`src/rtl/display_pkg.sv`:
```
// Shared definitions for the display pipeline: pixel layout and BCM scanner state encoding.
package display_pkg;

  localparam int unsigned PIXEL_BITS = 24;
  localparam int unsigned R_OFS      = 16;
  localparam int unsigned G_OFS      = 8;
  localparam int unsigned B_OFS      = 0;

  typedef enum logic [2:0] {
    ST_IDLE,
    ST_SHIFT,
    ST_LATCH,
    ST_DEAD,
    ST_DISPLAY,
    ST_NEXT
  } bcm_state_e;

endpackage

```
`src/rtl/display_bcm_timer.sv`:
```
// Loadable down-counter; expired_c is high once the loaded number of cycles has elapsed.
module display_bcm_timer #(
  parameter int unsigned WIDTH = 8
) (
  input  logic             clk,
  input  logic             rst,
  input  logic             load,
  input  logic [WIDTH-1:0] load_val,
  output logic             expired_c
);

  logic [WIDTH-1:0] cnt_q, cnt_d;

  // Loading N makes expired_c rise in the N-th cycle after the load
  always_comb begin
    cnt_d = cnt_q;
    if (load) begin
      cnt_d = load_val - WIDTH'(1);
    end else if (cnt_q != '0) begin
      cnt_d = cnt_q - WIDTH'(1);
    end
  end

  always_ff @(posedge clk) begin
    if (rst) begin
      cnt_q <= '0;
    end else begin
      cnt_q <= cnt_d;
    end
  end

  assign expired_c = (cnt_q == '0);

endmodule

```
`src/rtl/display_bcm_scanner.sv`:
```
// Binary-code-modulation scan driver for a HUB75-style panel.
// Define DISPLAY_BCM_DEADTIME_EN to insert a blanking DEAD state between LATCH and DISPLAY.
module display_bcm_scanner
  import display_pkg::*;
#(
  parameter int unsigned segments     = 2,
  parameter int unsigned columns      = 64,
  parameter int unsigned rows         = 16,
  parameter int unsigned bits         = 8,
  parameter int unsigned latency      = 2,
  parameter int unsigned display_base = 1,
  parameter int unsigned deadtime     = 4
) (
  input  logic                           clk,
  input  logic                           rst,
  input  logic                           en,
  output logic                           req,
  output logic [$clog2(columns)-1:0]     req_col,
  output logic [$clog2(rows)-1:0]        req_row,
  input  logic [segments*PIXEL_BITS-1:0] cpixel,
  output logic [segments*3-1:0]          rgb,
  output logic                           sclk,
  output logic                           latch,
  output logic                           oe_n,
  output logic [$clog2(rows)-1:0]        row_sel,
  output logic                           frame_done
);

  localparam int unsigned COL_W      = $clog2(columns);
  localparam int unsigned ROW_W      = $clog2(rows);
  localparam int unsigned PLANE_W    = (bits > 1) ? $clog2(bits) : 1;
  localparam int unsigned SHIFT_LAST = 2 * columns + latency;
  localparam int unsigned PH_W       = $clog2(SHIFT_LAST + 1);
  localparam int unsigned SHOW_MAX   = display_base << (bits - 1);
  localparam int unsigned TMR_MAX    = (SHOW_MAX > deadtime) ? SHOW_MAX : deadtime;
  localparam int unsigned TMR_W      = $clog2(TMR_MAX + 1);
  localparam logic        LAT_ODD    = 1'(latency % 2);

  bcm_state_e                state_q, state_d;
  logic [PH_W-1:0]           phase_q, phase_d;
  logic [PLANE_W-1:0]        plane_q, plane_d, nxt_plane;
  logic [ROW_W-1:0]          row_q, row_d, nxt_row;
  logic                      cont_q, cont_d;
  logic                      req_q, req_d;
  logic [COL_W-1:0]          req_col_q, req_col_d;
  logic [ROW_W-1:0]          req_row_q, req_row_d;
  logic [segments*3-1:0]     rgb_q, rgb_d;
  logic                      sclk_q, sclk_d;
  logic                      latch_q, latch_d;
  logic                      oe_n_q, oe_n_d;
  logic [ROW_W-1:0]          row_sel_q, row_sel_d;
  logic                      frame_done_q, frame_done_d;

  logic                      last_plane, last_row, sample;
  logic [PIXEL_BITS-1:0]     pix;
  logic                      tmr_load, tmr_expired_c;
  logic [TMR_W-1:0]          tmr_val, show_len;

  assign last_plane = (plane_q == PLANE_W'(bits - 1));
  assign last_row   = (row_q == ROW_W'(rows - 1));
  assign nxt_plane  = last_plane ? '0 : plane_q + PLANE_W'(1);
  assign nxt_row    = last_plane ? (last_row ? '0 : row_q + ROW_W'(1)) : row_q;
  assign show_len   = TMR_W'(display_base) << plane_q;

  display_bcm_timer #(.WIDTH(TMR_W)) u_timer (
    .clk       (clk),
    .rst       (rst),
    .load      (tmr_load),
    .load_val  (tmr_val),
    .expired_c (tmr_expired_c)
  );

  // phase counts cycles since the plane's column-0 request: 0 in NEXT (or first SHIFT cycle from IDLE)
  always_comb begin
    state_d  = state_q;
    phase_d  = phase_q;
    plane_d  = plane_q;
    row_d    = row_q;
    cont_d   = cont_q;
    tmr_load = 1'b0;
    tmr_val  = '0;

    unique case (state_q)
      ST_IDLE: begin
        if (en) begin
          state_d = ST_SHIFT;
          phase_d = '0;
        end
      end
      ST_SHIFT: begin
        if (phase_q == PH_W'(SHIFT_LAST)) begin
          state_d = ST_LATCH;
        end else begin
          phase_d = phase_q + PH_W'(1);
        end
      end
      ST_LATCH: begin
        tmr_load = 1'b1;
`ifdef DISPLAY_BCM_DEADTIME_EN
        state_d = ST_DEAD;
        tmr_val = TMR_W'(deadtime);
`else
        state_d = ST_DISPLAY;
        tmr_val = show_len;
`endif
      end
      ST_DEAD: begin
        if (tmr_expired_c) begin
          state_d  = ST_DISPLAY;
          tmr_load = 1'b1;
          tmr_val  = show_len;
        end
      end
      ST_DISPLAY: begin
        // en is only consulted as the final display of a frame expires
        if (tmr_expired_c) begin
          state_d = ST_NEXT;
          phase_d = '0;
          cont_d  = en || !(last_plane && last_row);
        end
      end
      ST_NEXT: begin
        plane_d = nxt_plane;
        row_d   = nxt_row;
        phase_d = PH_W'(1);
        state_d = cont_q ? ST_SHIFT : ST_IDLE;
      end
      default: state_d = ST_IDLE;
    endcase

    req_d     = 1'b0;
    req_col_d = req_col_q;
    req_row_d = req_row_q;
    if ((state_d == ST_SHIFT || (state_d == ST_NEXT && cont_d)) &&
        !phase_d[0] && phase_d < PH_W'(2 * columns)) begin
      req_d     = 1'b1;
      req_col_d = COL_W'(phase_d >> 1);
      req_row_d = (state_d == ST_NEXT) ? nxt_row : row_d;
    end

    // cpixel for a request made at phase p arrives at phase p+latency
    sample = (state_q == ST_SHIFT || state_q == ST_NEXT) &&
             phase_q >= PH_W'(latency) && phase_q[0] == LAT_ODD &&
             phase_q < PH_W'(SHIFT_LAST);
    pix    = '0;
    rgb_d  = rgb_q;
    if (sample) begin
      for (int s = 0; s < int'(segments); s++) begin
        pix = cpixel[s*PIXEL_BITS +: PIXEL_BITS];
        rgb_d[s*3 +: 3] = {1'(pix >> (B_OFS + 32'(plane_d))),
                           1'(pix >> (G_OFS + 32'(plane_d))),
                           1'(pix >> (R_OFS + 32'(plane_d)))};
      end
    end

    sclk_d       = (state_d == ST_SHIFT) && phase_d >= PH_W'(latency + 2) &&
                   phase_d[0] == LAT_ODD;
    latch_d      = (state_d == ST_LATCH);
    oe_n_d       = (state_d != ST_DISPLAY);
    row_sel_d    = (state_d == ST_LATCH) ? row_d : row_sel_q;
    frame_done_d = (state_d == ST_NEXT) && last_plane && last_row;
  end

  always_ff @(posedge clk) begin
    if (rst) begin
      state_q      <= ST_IDLE;
      phase_q      <= '0;
      plane_q      <= '0;
      row_q        <= '0;
      cont_q       <= 1'b0;
      req_q        <= 1'b0;
      req_col_q    <= '0;
      req_row_q    <= '0;
      rgb_q        <= '0;
      sclk_q       <= 1'b0;
      latch_q      <= 1'b0;
      oe_n_q       <= 1'b1;
      row_sel_q    <= '0;
      frame_done_q <= 1'b0;
    end else begin
      state_q      <= state_d;
      phase_q      <= phase_d;
      plane_q      <= plane_d;
      row_q        <= row_d;
      cont_q       <= cont_d;
      req_q        <= req_d;
      req_col_q    <= req_col_d;
      req_row_q    <= req_row_d;
      rgb_q        <= rgb_d;
      sclk_q       <= sclk_d;
      latch_q      <= latch_d;
      oe_n_q       <= oe_n_d;
      row_sel_q    <= row_sel_d;
      frame_done_q <= frame_done_d;
    end
  end

  assign req        = req_q;
  assign req_col    = req_col_q;
  assign req_row    = req_row_q;
  assign rgb        = rgb_q;
  assign sclk       = sclk_q;
  assign latch      = latch_q;
  assign oe_n       = oe_n_q;
  assign row_sel    = row_sel_q;
  assign frame_done = frame_done_q;

endmodule

```
`config.mk`:
```
export PLATFORM = sky130hd
export DESIGN_NAME = display_bcm_scanner
export DESIGN_NICKNAME = d
export VERILOG_FILES = /design/src/rtl/display_pkg.sv /design/src/rtl/display_bcm_timer.sv /design/src/rtl/display_bcm_scanner.sv
export SDC_FILE = /design/constraint.sdc
export NUM_CORES = 1
export LEC_CHECK = 0
export ABC_CLOCK_PERIOD_IN_PS = 3210
export CORE_MARGIN = 2
export CORE_UTILIZATION = 31
export CTS_CLUSTER_DIAMETER = 120
export DETAILED_ROUTE_END_ITERATION = 10
export PLACE_DENSITY = 0.58
export SLEW_MARGIN = 20
export SYNTH_ARGS = -nofsm -noshare
export SYNTH_HDL_FRONTEND = slang
export SYNTH_SLANG_ARGS = --single-unit
export TNS_END_PERCENT = 30
```
`constraint.sdc`:
```
create_clock -name clk -period 3.21 [get_ports clk]
set_input_delay 0.642 -clock clk [delete_from_list [all_inputs] [get_ports clk]]
set_output_delay 0.642 -clock clk [all_outputs]
set_load 0.1 [all_outputs]
```
After elaboration in Yosys (flattened, before gate mapping) --
Cells that the tools add are included.
Operators by class: add/sub/neg operators 7, magnitude comparators 4, eq/ne operators 12, shift-type cells 7, mux-type cells 25, bitwise logic cells 2, reductions and logical operators 20
Operators by type and width (count):
- $shr A24 B32 Y1 | 2
- $mux W8 | 6
- $shr A24 B3 Y1 | 2
- $pmux W8 S4 | 1
- $shr A24 B5 Y1 | 1
- $shr A24 B6 Y1 | 1
- $mux W3 | 6
- $pmux W3 S6 | 1
- $lt A8 B8 Y1 const B | 2
- $mux W4 | 4
- $pmux W8 S2 | 1
- $sub A8 B1 Y8 const B | 2
- $eq A3 B3 Y1 const B | 4
- $logic_and A1 B1 Y1 | 11
- $eq A3 B2 Y1 const B | 3
- $add A8 B1 Y8 const B | 1
- $eq A8 B8 Y1 const B | 1
- $ge A8 B2 Y1 const B | 1
- $ge A8 B3 Y1 const B | 1
- $logic_not A8 Y1 | 1
- $reduce_bool A8 Y1 | 1
- $shl A1 B3 Y8 const A | 1
- $add A5 B3 Y6 const A | 1
- $eq A3 B1 Y1 const B | 2
- other kinds (12) | 20
Word-level totals: register bits after elaboration 52, output and inout port bits 25, word-level logic and storage cells 92

Logic depth before layout (Yosys ltp) --
Gate-level depths: netlist of run 1.
depth in word-level cells 11, mapped depth 9, depth with buffers taken out 8

Modules after synthesis --
A second synthesis of run 1 with hierarchy kept.
Unflattened totals: cell total of the unflattened synthesis 393, area, all modules 3306.9 sq um
By module, submodules not included:
- display_bcm_scanner | times used 1, cells an instance 338, area each 2806.4 sq um, sequential area each 880.8 sq um
- display_bcm_timer | times used 1, cells an instance 55, area each 500.5 sq um, sequential area each 160.2 sq um

Worst setup path after synthesis of run 1 --
OpenSTA, ideal clock, no wires.
path kind register -> register, from register u_timer.cnt_q[0], to register req_col_q[0], in the netlist req_col[0], arrival 2.502 ns, data required time 3.089 ns, slack 0.587 ns, stages on the path, launching flop included 7, cell sequence dfxtp_1 or4_4 or4_1 mux2i_1 a221o_2 nor2_1 mux2_2
Between the ends: longest elaborated chain between the ends 8, elaborated cells between the ends (all ways) 16
Ends and longest elaborated chain:
- start, declared | RTL line display_bcm_timer.sv:12 | logic [WIDTH-1:0] cnt_q, cnt_d;
- start signal, assigned | RTL line display_bcm_timer.sv:28 | cnt_q <= cnt_d;
- $logic_not A8 Y1 (*) | RTL line display_bcm_timer.sv:32 | assign expired_c = (cnt_q == '0);
- parallel branches: the longest is 7 deep, another holds $lt A8 B8 Y1
- end signal, assigned | RTL line display_bcm_scanner.sv:187 | req_col_q <= req_col_d;
- end, declared | RTL line display_bcm_scanner.sv:45 | logic [COL_W-1:0] req_col_q, req_col_d;
Mark *: on every way between the ends. A chain may end at the register's enable or synchronous reset.

Final worst setup path of run 1 --
from register u_timer.cnt_q[0], to register req_col_q[5], in the netlist req_col[5]
Same word-level chain as after synthesis.

==> results of run 1 <==
-- area by class of cell --
cell class	count	area (um2)
clock inverters	3	46.3
repair buffers	83	748
well taps	133	166
flip-flops and latches	52	1040
multi-input cells	292	1860
fillers	992	5630
clock buffers	5	68.8
inverters	9	33.8
-- layer usage --
metal / track usage / vias up / wire (um)
met5: 0 / - / 0
met1: 0.231 / 1408 / 3960
li1: - / 1506 / -
met2: 0.257 / 81 / 3750
met3: 0.0346 / 4 / 446
met4: 0.0451 / 0 / 73
-- critical path: stages, from the launching register on --
cell                      delay, ns
sky130_fd_sc_hd__dfxtp_1       0.35
sky130_fd_sc_hd__or4_4         0.58
sky130_fd_sc_hd__or4_1         0.55
sky130_fd_sc_hd__mux2i_1       0.17
sky130_fd_sc_hd__a221o_2       0.46
sky130_fd_sc_hd__nor2_1        0.33
sky130_fd_sc_hd__mux2_2        0.38
-- state kept, by name, indices dropped and copies added, names as in the netlist --
name	count
cont_q	1
frame_done	1
latch	1
oe_n	1
phase_q	8
plane_q	3
req	1
req_col	6
req_row	4
rgb	6
row_q	4
row_sel	4
sclk	1
state_q	3
u_timer.cnt_q	8
-- logic make-up after synthesis --
kind of cell,Yosys count
AO/OA/AOI/OAI,105
XOR/XNOR,6
adder cells (fa/ha/maj),9
buffers and inverters,28
flip-flops,52
multiplexers,24
AND/OR/NAND/NOR,148
-- through the flow --
step / cell area [um2] / hold WS (ns) / utilization / power (mW)
floorplan: 3020 / 0.484 / - / 1.03
global placement: 3850 / 0.453 / 0.402 / 1.17
detailed placement: 3850 / 0.463 / 0.402 / 1.18
CTS: 3970 / 0.489 / 0.414 / 1.66
global route: 3970 / 0.509 / 0.414 / 1.74
finish: 3970 / 0.484 / 0.414 / 1.64
-- cell usage in the layout (no fill, tap or decap), types with 5 or more instances in the layout --
master / instances
sky130_fd_sc_hd__dfxtp_1: 52
sky130_fd_sc_hd__inv_1: 9
sky130_fd_sc_hd__nor2b_1: 8
sky130_fd_sc_hd__a21oi_1: 22
sky130_fd_sc_hd__nand2_1: 46
sky130_fd_sc_hd__or3_1: 9
sky130_fd_sc_hd__nor3_1: 8
sky130_fd_sc_hd__clkbuf_8: 5
sky130_fd_sc_hd__ha_1: 9
sky130_fd_sc_hd__a32oi_1: 12
sky130_fd_sc_hd__nor2_1: 38
sky130_fd_sc_hd__a32o_1: 6
sky130_fd_sc_hd__mux2_2: 5
sky130_fd_sc_hd__clkdlybuf4s50_1: 50
sky130_fd_sc_hd__o21ai_0: 31
sky130_fd_sc_hd__nand3_1: 6
sky130_fd_sc_hd__buf_4: 33
sky130_fd_sc_hd__mux2i_1: 19
-- worst min-delay path by stage --
| stage | depth (start not counted) | to | slack (ns) |
|---|---|---|---|
| floorplan | 2 | cont_q$_SDFF_PP0_ | 0.48 |
| global placement | 1 | rgb[1]$_SDFFE_PP0P_ | 0.45 |
| detailed placement | 1 | rgb[3]$_SDFFE_PP0P_ | 0.46 |
| CTS | 2 | req_row[1]$_SDFFE_PP0P_ | 0.49 |
| global route | 1 | rgb[5]$_SDFFE_PP0P_ | 0.51 |
| finish | 1 | rgb[1]$_SDFFE_PP0P_ | 0.48 |
-- power breakdown --
part | internal, mW | switching, mW | total (mW) | leakage [nW]
sequential | 0.684 | 0.0359 | 0.719 | 0.421
combinational | 0.200 | 0.249 | 0.450 | 1.03
clock | 0.235 | 0.240 | 0.476 | 0.0548
==> key figures, run 1 <==
Outcome
  • Run status: complete, no violations

Global route
  • Remaining global-route overflow: 0
  • Vias in the first global route: 2824
  • Wire length of the first global-routing pass: 13800 um
  • Maximum number of pins on one net before global-route repair: 25
  • GRT Resource Usage Total: 0.165
  • Number of antenna violations at the first check in global routing: 0

STA
  • Final Critical Period: 2.93 ns
  • Max_slew headroom: 0.506
  • Number of endpoints failing setup at the final stage: 0
  • Setup repair after global routing missed its margin: false
  • Final clock skew: 0.0126 ns
  • Timing-limited maximum frequency: 0.341 GHz
  • Final slew viol count: 0
  • Ratio of final minimum period to clock period: 0.913
  • Transition at the pin with the smallest max-transition slack: 0.739 ns
  • Setup Total Neg Slack: 0 ns
  • Final hold vios: 0
  • Setup ws final: 0.280 ns

Synth
  • Area fraction in compound gates after synthesis: 0.232
  • Mean area per synthesized cell: 8.12 um2
  • Top FF cell, synth: sky130_fd_sc_hd__dfxtp_1
  • Top post-synthesis cells by area: sky130_fd_sc_hd__dfxtp_1 34%, sky130_fd_sc_hd__mux2i_1 6.3%, sky130_fd_sc_hd__nand2_1 5.7%, sky130_fd_sc_hd__o21ai_0 5.1%, sky130_fd_sc_hd__nor2_1 4.7%
  • Most frequent cells after synthesis: 52 x sky130_fd_sc_hd__dfxtp_1, 46 x sky130_fd_sc_hd__nand2_1, 38 x sky130_fd_sc_hd__nor2_1
  • Synthesized-area fraction occupied by xor and xnor cells: 0.0174
  • Post-synthesis share of cell area spent on and, or, nand and nor gates: 0.249
  • Post-synth EDFFs: 0
  • Post-synthesis instance total: 372
  • Cell with the most instances after synthesis: sky130_fd_sc_hd__dfxtp_1
  • Cell area after synthesis: 3020 um2
  • Synth unique cells: 55
  • Yosys warning total: 0
  • Share of the synthesized area in the top cell type: 0.345
  • Post-Synth Adder-Cell Area: 0.0373
  • Async S/R FF share, synth: 0
  • Combinational family with the most area after synthesis: simple AND/OR/NAND/NOR gates
  • Count of state elements after synthesis: 52
  • Largest area contributor in the synthesized netlist: sky130_fd_sc_hd__dfxtp_1
  • Syn_nets: 432
  • Fraction of the yosys area taken by sequential cells: 0.345
  • Mux cell area share after synthesis: 0.0816

Clocking
  • CTS tree: yes
  • Post-CTS sizing: 0
  • Clock insertion delay at the later pin of the skew report: 0.32 ns
  • Total clock buffers created by CTS: 5
  • Post-CTS Repair Setup Buffers: 0
  • Clock transition at path regs: 0.10 ns
  • CTS root buffer: sky130_fd_sc_hd__clkbuf_8
  • Number of hold buffers added after CTS: 0
  • CTS HTree Levels: 2
  • Max clock buf depth: 2
  • Num Clock Sinks: 52

Drt
  • Average wire per cell in the routed design: 14.3 um
  • Count of routing violations after the opening detailed-route iteration: 126
  • Detailed-routing iteration count for the pre-antenna-repair pass: 4
  • DRC Markers: 0
  • Vias per inst: 5.20
  • Detail Route Antenna Nets: 0
  • Vias post-DR: 2999
  • Total Routed Length: 8240 um

Worst setup path
  • Worst setup path endpoint: req_col[5]$_SDFFE_PP0P_
  • Setup slack of the most critical reg-to-reg path: 0.28 ns
  • R2R cell count: 6
  • Worst endpoint data arrival time: 3.14 ns
  • Crit Path Class: reg2reg
  • Worst setup SP type: flip-flop
  • Worst flop-to-flop path endpoint: req_col[5]$_SDFFE_PP0P_
  • Launch instance of the worst register-to-register path: u_timer.cnt_q[0]$_SDFFE_PP0P_
  • Critical Path Start: u_timer.cnt_q[0]$_SDFFE_PP0P_
  • Required time reported for the critical path endpoint: 3.42 ns
  • Critical path capture point type: flip-flop
  • Largest fanout of any net on the critical path: 14

Place
  • Placed cell count: 569
  • Routability-driven placement congestion ratio: 0.826
  • Dpl hpwl: 6200 um
  • Number of port buffers: 75
  • Post-placement setup slack: 0.312 ns

Power and ir drop
  • Power per standard cell area: 415 nW/um2
  • Peak ir drop on the vdd network: 0.169 mV
  • Static power due to leakage: 1.51 nW

Hold path
  • Hold Startpoint: rgb[1]$_SDFFE_PP0P_
  • Worst min path class: reg2reg

Floorplan
  • Die Ht: 103 um
  • Placement Rows: 36
  • Horizontal extent of the die: 103 um
  • Die Area: 10500 um2
  • Starting density of the core: 0.315
  • Placeable core region: 9590 um2
  • I/O pin count: 76

Finish
  • Area Overhead vs Synth: 31.4%
  • Fraction of layout cells with a size suffix above 1: 0.122
  • Number of standard cells in the layout, taps in and fillers out: 577
  • Layout net count: 503
  • Diode insertion count for antenna repair: 0

Job
  • Max-cap violations: 0
Note: power is estimated with default switching activity, not from simulation.
==> run 2: changes to the inputs <==
==> constraint.sdc (replaced) <==
create_clock -name clk -period 3.21 [get_ports clk]
set_input_delay 0.642 -clock clk [delete_from_list [all_inputs] [get_ports clk]]
set_output_delay 0.642 -clock clk [all_outputs]
set_load 0.005 [all_outputs]
==> run 2 against run 1 <==
Effect of this change:
- cell area grew 1.5%
- hold slack lost 0.0093 ns
- largest power group unchanged
- non-clock buffer count is the same
- clock-buffer cell count grew 1
- sequential power is essentially flat
- first-iteration DRC count grew 23%
- highest routed layer unchanged
- clock power shrank 2%
- critical path type unchanged
==> key figures, run 2 (synthesis results as in run 1) <==
Outcome
  • Run status: complete, no violations

Finish
  • Commonest non-fill, non-tap cell in the layout: sky130_fd_sc_hd__clkdlybuf4s50_1
  • Post-route cell area: 4030 um2
  • Fillers: 973
  • Fraction of layout cells with a size suffix above 1: 0.0631
  • Diode insertion count for antenna repair: 0
  • Storage cell area: 1040 um2
  • Area Overhead vs Synth: 33.4%
  • Number of standard cells in the layout, taps in and fillers out: 577
  • Multi-input logic area: 1860 um2
  • Layout net count: 503
  • Highest-count cells in the layout ignoring fill and taps: 75 x sky130_fd_sc_hd__clkdlybuf4s50_1, 52 x sky130_fd_sc_hd__dfxtp_1, 46 x sky130_fd_sc_hd__nand2_1
  • Registers with the most flip-flops: phase_q (8), u_timer.cnt_q (8)

STA
  • Final slew viol count: 0
  • Final Critical Period: 2.91 ns
  • Final clock skew: 0.00854 ns
  • Transition at the pin with the smallest max-transition slack: 0.764 ns
  • Final hold vios: 0
  • Timing-limited maximum frequency: 0.344 GHz
  • Max_slew headroom: 0.490
  • Minimum hold slack: 0.475 ns
  • Ratio of final minimum period to clock period: 0.905
  • Setup ws final: 0.305 ns
  • Setup Total Neg Slack: 0 ns
  • Setup repair after global routing missed its margin: false
  • Number of endpoints failing setup at the final stage: 0

Floorplan
  • Horizontal extent of the die: 103 um
  • Placement Rows: 36
  • Placeable core region: 9590 um2
  • Die Ht: 103 um
  • Starting density of the core: 0.315
  • Die Area: 10500 um2
  • I/O pin count: 76

Global route
  • GRT Resource Usage Total: 0.163
  • Wire length of the first global-routing pass: 13900 um
  • Maximum number of pins on one net before global-route repair: 25
  • Vias in the first global route: 2850
  • Remaining global-route overflow: 0
  • Number of antenna violations at the first check in global routing: 0

Clocking
  • Post-CTS sizing: 0
  • Number of hold buffers added after CTS: 0
  • Max clock buf depth: 2
  • CTS HTree Levels: 2
  • Clock insertion delay at the later pin of the skew report: 0.31 ns
  • Num Clock Sinks: 52
  • CTS root buffer: sky130_fd_sc_hd__clkbuf_8
  • CTS tree: yes
  • Clock transition at path regs: 0.10 ns
  • Total clock buffers created by CTS: 5
  • Post-CTS Repair Setup Buffers: 0

Power and ir drop
  • Clock Power Share: 0.288
  • Power share of the combinational group: 0.267
  • Power per standard cell area: 402 nW/um2
  • Fraction of power spent switching nets: 0.308
  • Internal power consumption: 1.12 mW
  • Static power due to leakage: 1.46 nW
  • Peak ir drop on the vdd network: 0.197 mV
  • Seq pwr share: 0.445
  • Net switching power of the design: 498 uW

Drt
  • Vias post-DR: 3008
  • Total Routed Length: 8330 um
  • Count of routing violations after the opening detailed-route iteration: 155
  • Detailed-routing iteration count for the pre-antenna-repair pass: 5
  • DRC Markers: 0
  • Vias per inst: 5.21
  • Detail Route Antenna Nets: 0
  • Average wire per cell in the routed design: 14.4 um

Place
  • Placed cell count: 569
  • Placement-stage cell area: 3920 um2
  • Number of port buffers: 75
  • Routability-driven placement congestion ratio: 0.895
  • Post-placement setup slack: 0.294 ns
  • Dpl hpwl: 6230 um

Worst setup path
  • CP cell instances: or4_4 > or4_1 > mux2i_1 > a221o_2 > nor2_1 > mux2_2
  • Critical path capture point type: flip-flop
  • Worst flop-to-flop path endpoint: req_col[4]$_SDFFE_PP0P_
  • Worst endpoint data arrival time: 3.12 ns
  • Worst setup SP type: flip-flop
  • Critical Path Start: u_timer.cnt_q[0]$_SDFFE_PP0P_
  • Largest fanout of any net on the critical path: 14
  • Largest stage delay on the critical path: 0.58 ns
  • Required time reported for the critical path endpoint: 3.42 ns
  • Slowest stage cell on the critical path: sky130_fd_sc_hd__or4_4
  • Worst setup path endpoint: req_col[4]$_SDFFE_PP0P_
  • R2R cell count: 6
  • Crit Path Class: reg2reg
  • Setup slack of the most critical reg-to-reg path: 0.30 ns
  • Launch instance of the worst register-to-register path: u_timer.cnt_q[0]$_SDFFE_PP0P_

Job
  • Max-cap violations: 0

Hold path
  • Worst min path class: reg2reg
-- run 2: cell types whose count changed in the layout (fill, tap and decap cells not counted) --
cell	before	now
sky130_fd_sc_hd__buf_4	33	8
sky130_fd_sc_hd__clkbuf_1	0	1
sky130_fd_sc_hd__clkdlybuf4s50_1	50	75
sky130_fd_sc_hd__clkinvlp_4	1	0
-- run 2: critical path, delay by kind of cell, from the launching register on --
| family | cells | cell delay [ns] |
|---|---|---|
| AO/OA/AOI/OAI | 1 | 0.46 |
| flip-flops | 1 | 0.35 |
| multiplexers | 2 | 0.54 |
| AND/OR/NAND/NOR | 3 | 1.46 |
-- run 2: layout make-up --
type | instances | area share
Clock buffer | 6 | 0.0180
Clock inverter | 2 | 0.00963
Inverter | 9 | 0.00839
Multi-Input combinational cell | 292 | 0.463
Sequential cell | 52 | 0.259
Tap cell | 133 | 0.0413
Timing Repair Buffer | 83 | 0.201
-- run 2: stage by stage --
| step | util | total power [mW] |
|---|---|---|
| final | 0.420 | 1.62 |
| after CTS | 0.420 | 1.63 |
| after floorplan | - | 1.02 |
| after global placement | 0.408 | 1.16 |
| after detailed placement | 0.408 | 1.16 |
| after global routing | 0.420 | 1.71 |
-- run 2: layer usage --
| layer | vias up | global-route usage | part of all wire |
|---|---|---|---|
| met2 | 89 | 0.262 | 0.46 |
| met4 | 0 | 0.0297 | 0.0062 |
| met1 | 1406 | 0.227 | 0.47 |
| met3 | 5 | 0.0373 | 0.058 |
| li1 | 1508 | - | - |
| met5 | - | 0 | 0 |
-- run 2: power by group through the flow --
stage | registers [mW] | clock network (mW) | logic (mW)
after floorplan | 0.725 | 0 | 0.295
after global placement | 0.732 | 0 | 0.427
after detailed placement | 0.734 | 0 | 0.429
after CTS | 0.720 | 0.480 | 0.431
after global routing | 0.726 | 0.503 | 0.483
final | 0.720 | 0.465 | 0.433
-- run 2: worst min path at each step --
stage	cells after the start	slack (ns)	endpoint	start
6_report	1	0.47	rgb[1]$_SDFFE_PP0P_	rgb[1]$_SDFFE_PP0P_
5_1_grt	1	0.50	rgb[1]$_SDFFE_PP0P_	rgb[1]$_SDFFE_PP0P_
4_1_cts	1	0.48	rgb[1]$_SDFFE_PP0P_	rgb[1]$_SDFFE_PP0P_
3_5_place_dp	1	0.46	rgb[1]$_SDFFE_PP0P_	rgb[1]$_SDFFE_PP0P_
3_3_place_gp	1	0.45	rgb[1]$_SDFFE_PP0P_	rgb[1]$_SDFFE_PP0P_
2_1_floorplan	1	0.47	rgb[0]$_SDFFE_PP0P_	rgb[0]$_SDFFE_PP0P_
==> run 3: changes to the inputs <==
- PLACE_DENSITY: 0.58 -> 0.6
==> run 3 against run 2 <==
Effect of this change:
- non-clock buffer count is 1 lower
- flip-flop and latch count stayed put
- highest routed layer unchanged
- first-iteration DRC count is 22% lower
- die area stayed put
- worst setup slack worse by 0.0082 ns
- power hardly changed
- via count stayed put
- maximum frequency is 0.28% lower
==> key figures, run 3 (synthesis results as in run 1) <==
Worst setup path
  • Largest fanout of any net on the critical path: 14
  • Launch instance of the worst register-to-register path: u_timer.cnt_q[0]$_SDFFE_PP0P_
  • Critical path capture point type: flip-flop
  • Required time reported for the critical path endpoint: 3.41 ns
  • Worst endpoint data arrival time: 3.12 ns
  • Critical Path Start: u_timer.cnt_q[0]$_SDFFE_PP0P_
  • Crit Path Class: reg2reg
  • Worst setup SP type: flip-flop

Global route
  • Vias in the first global route: 2852
  • Wire length of the first global-routing pass: 13400 um
  • Maximum number of pins on one net before global-route repair: 25
  • Remaining global-route overflow: 0
  • Number of antenna violations at the first check in global routing: 0
  • GRT Resource Usage Total: 0.158

Floorplan
  • Horizontal extent of the die: 103 um
  • Die Area: 10500 um2
  • Placeable core region: 9590 um2
  • Placement Rows: 36
  • Starting density of the core: 0.315
  • I/O pin count: 76
  • Die Ht: 103 um

Job
  • Max-cap violations: 0

STA
  • Minimum hold slack: 0.475 ns
  • Timing-limited maximum frequency: 0.343 GHz
  • Final hold vios: 0
  • Setup repair after global routing missed its margin: false
  • Final clock skew: 0.00954 ns
  • Setup Total Neg Slack: 0 ns
  • Max_slew headroom: 0.477
  • Number of endpoints failing setup at the final stage: 0
  • Final slew viol count: 0
  • Ratio of final minimum period to clock period: 0.908
  • Transition at the pin with the smallest max-transition slack: 0.782 ns
  • Final Critical Period: 2.91 ns

Clocking
  • Clock insertion delay at the later pin of the skew report: 0.31 ns
  • Num Clock Sinks: 52
  • CTS HTree Levels: 2
  • Total clock buffers created by CTS: 5
  • Post-CTS sizing: 0
  • Number of hold buffers added after CTS: 0
  • Max clock buf depth: 2
  • Clock transition at path regs: 0.10 ns
  • Post-CTS Repair Setup Buffers: 0
  • CTS tree: yes
  • CTS root buffer: sky130_fd_sc_hd__clkbuf_8

Drt
  • Detail Route Antenna Nets: 0
  • DRC Markers: 0
  • Vias per inst: 5.22
  • Total Routed Length: 8200 um
  • Average wire per cell in the routed design: 14.2 um
  • Vias post-DR: 3008
  • Count of routing violations after the opening detailed-route iteration: 121
  • Detailed-routing iteration count for the pre-antenna-repair pass: 4

Finish
  • Area Overhead vs Synth: 33.1%
  • Post-route cell area: 4020 um2
  • Fraction of layout cells with a size suffix above 1: 0.0609
  • Post-layout utilization of the core: 0.419
  • Commonest non-fill, non-tap cell in the layout: sky130_fd_sc_hd__clkdlybuf4s50_1
  • Registers with the most flip-flops: phase_q (8), u_timer.cnt_q (8)
  • Number of standard cells in the layout, taps in and fillers out: 576
  • Diode insertion count for antenna repair: 0
  • Highest-count cells in the layout ignoring fill and taps: 75 x sky130_fd_sc_hd__clkdlybuf4s50_1, 52 x sky130_fd_sc_hd__dfxtp_1, 46 x sky130_fd_sc_hd__nand2_1
  • Fillers: 982
  • Layout net count: 502

Place
  • Placement-stage cell area: 3910 um2
  • Placed cell count: 568
  • Routability-driven placement congestion ratio: 0.885
  • Number of port buffers: 75
  • Dpl hpwl: 6140 um

Outcome
  • Run status: complete, no violations

Power and ir drop
  • Static power due to leakage: 1.46 nW
  • Peak ir drop on the vdd network: 0.185 mV
  • Power per standard cell area: 403 nW/um2

Hold path
  • Worst min path class: reg2reg
  • Hold Startpoint: rgb[1]$_SDFFE_PP0P_
run 3: changes by cell type in the layout (fill, tap and decap cells not counted), sizes merged:
cell,previous run,this run
buf,8,7
run 3: worst paths after layout:
| kind | end | depth (start not counted) | slack [ns] |
|---|---|---|---|
| max | req_col[4]$_SDFFE_PP0P_ | 6 | 0.30 |
| min | rgb[1]$_SDFFE_PP0P_ | 1 | 0.47 |
| max reg2reg | req_col[4]$_SDFFE_PP0P_ | 6 | 0.30 |
| min reg2reg | rgb[1]$_SDFFE_PP0P_ | 1 | 0.47 |
run 3: layout make-up:
class | instances | area, um2 | share of cell area
Multi-Input combinational cell | 292 | 1860 | 0.464
Sequential cell | 52 | 1040 | 0.259
Timing Repair Buffer | 82 | 803 | 0.200
Tap cell | 133 | 166 | 0.0414
Clock buffer | 6 | 72.6 | 0.0181
Clock inverter | 2 | 38.8 | 0.00965
Inverter | 9 | 33.8 | 0.00841
run 3: power by group:
group	switching, mW	leakage, nW	internal, mW
sequential	0.0369	0.421	0.684
combinational	0.235	0.978	0.200
clock	0.228	0.0558	0.236
total	0.500	1.46	1.12
run 3: metal layers:
metal,vias up,GRT usage,part of all wire
li1,1501,-,-
met1,1392,0.203,0.45
met2,104,0.257,0.46
met3,11,0.0475,0.075
met4,0,0.0441,0.015
met5,-,0,0
run 3: per-stage QoR:
step	setup WS (ns)	power, mW
6_report	0.296	1.62
5_1_grt	0.204	1.71
4_1_cts	0.293	1.63
3_5_place_dp	0.304	1.16
3_3_place_gp	0.329	1.16
2_1_floorplan	0.587	1.02
run 3: critical path, stage by stage, from the launching register on:
cell                      delay [ns]
sky130_fd_sc_hd__dfxtp_1        0.35
sky130_fd_sc_hd__or4_4          0.59
sky130_fd_sc_hd__or4_1          0.56
sky130_fd_sc_hd__mux2i_1        0.17
sky130_fd_sc_hd__a221o_2        0.46
sky130_fd_sc_hd__nor2_1         0.32
sky130_fd_sc_hd__mux2_2         0.38
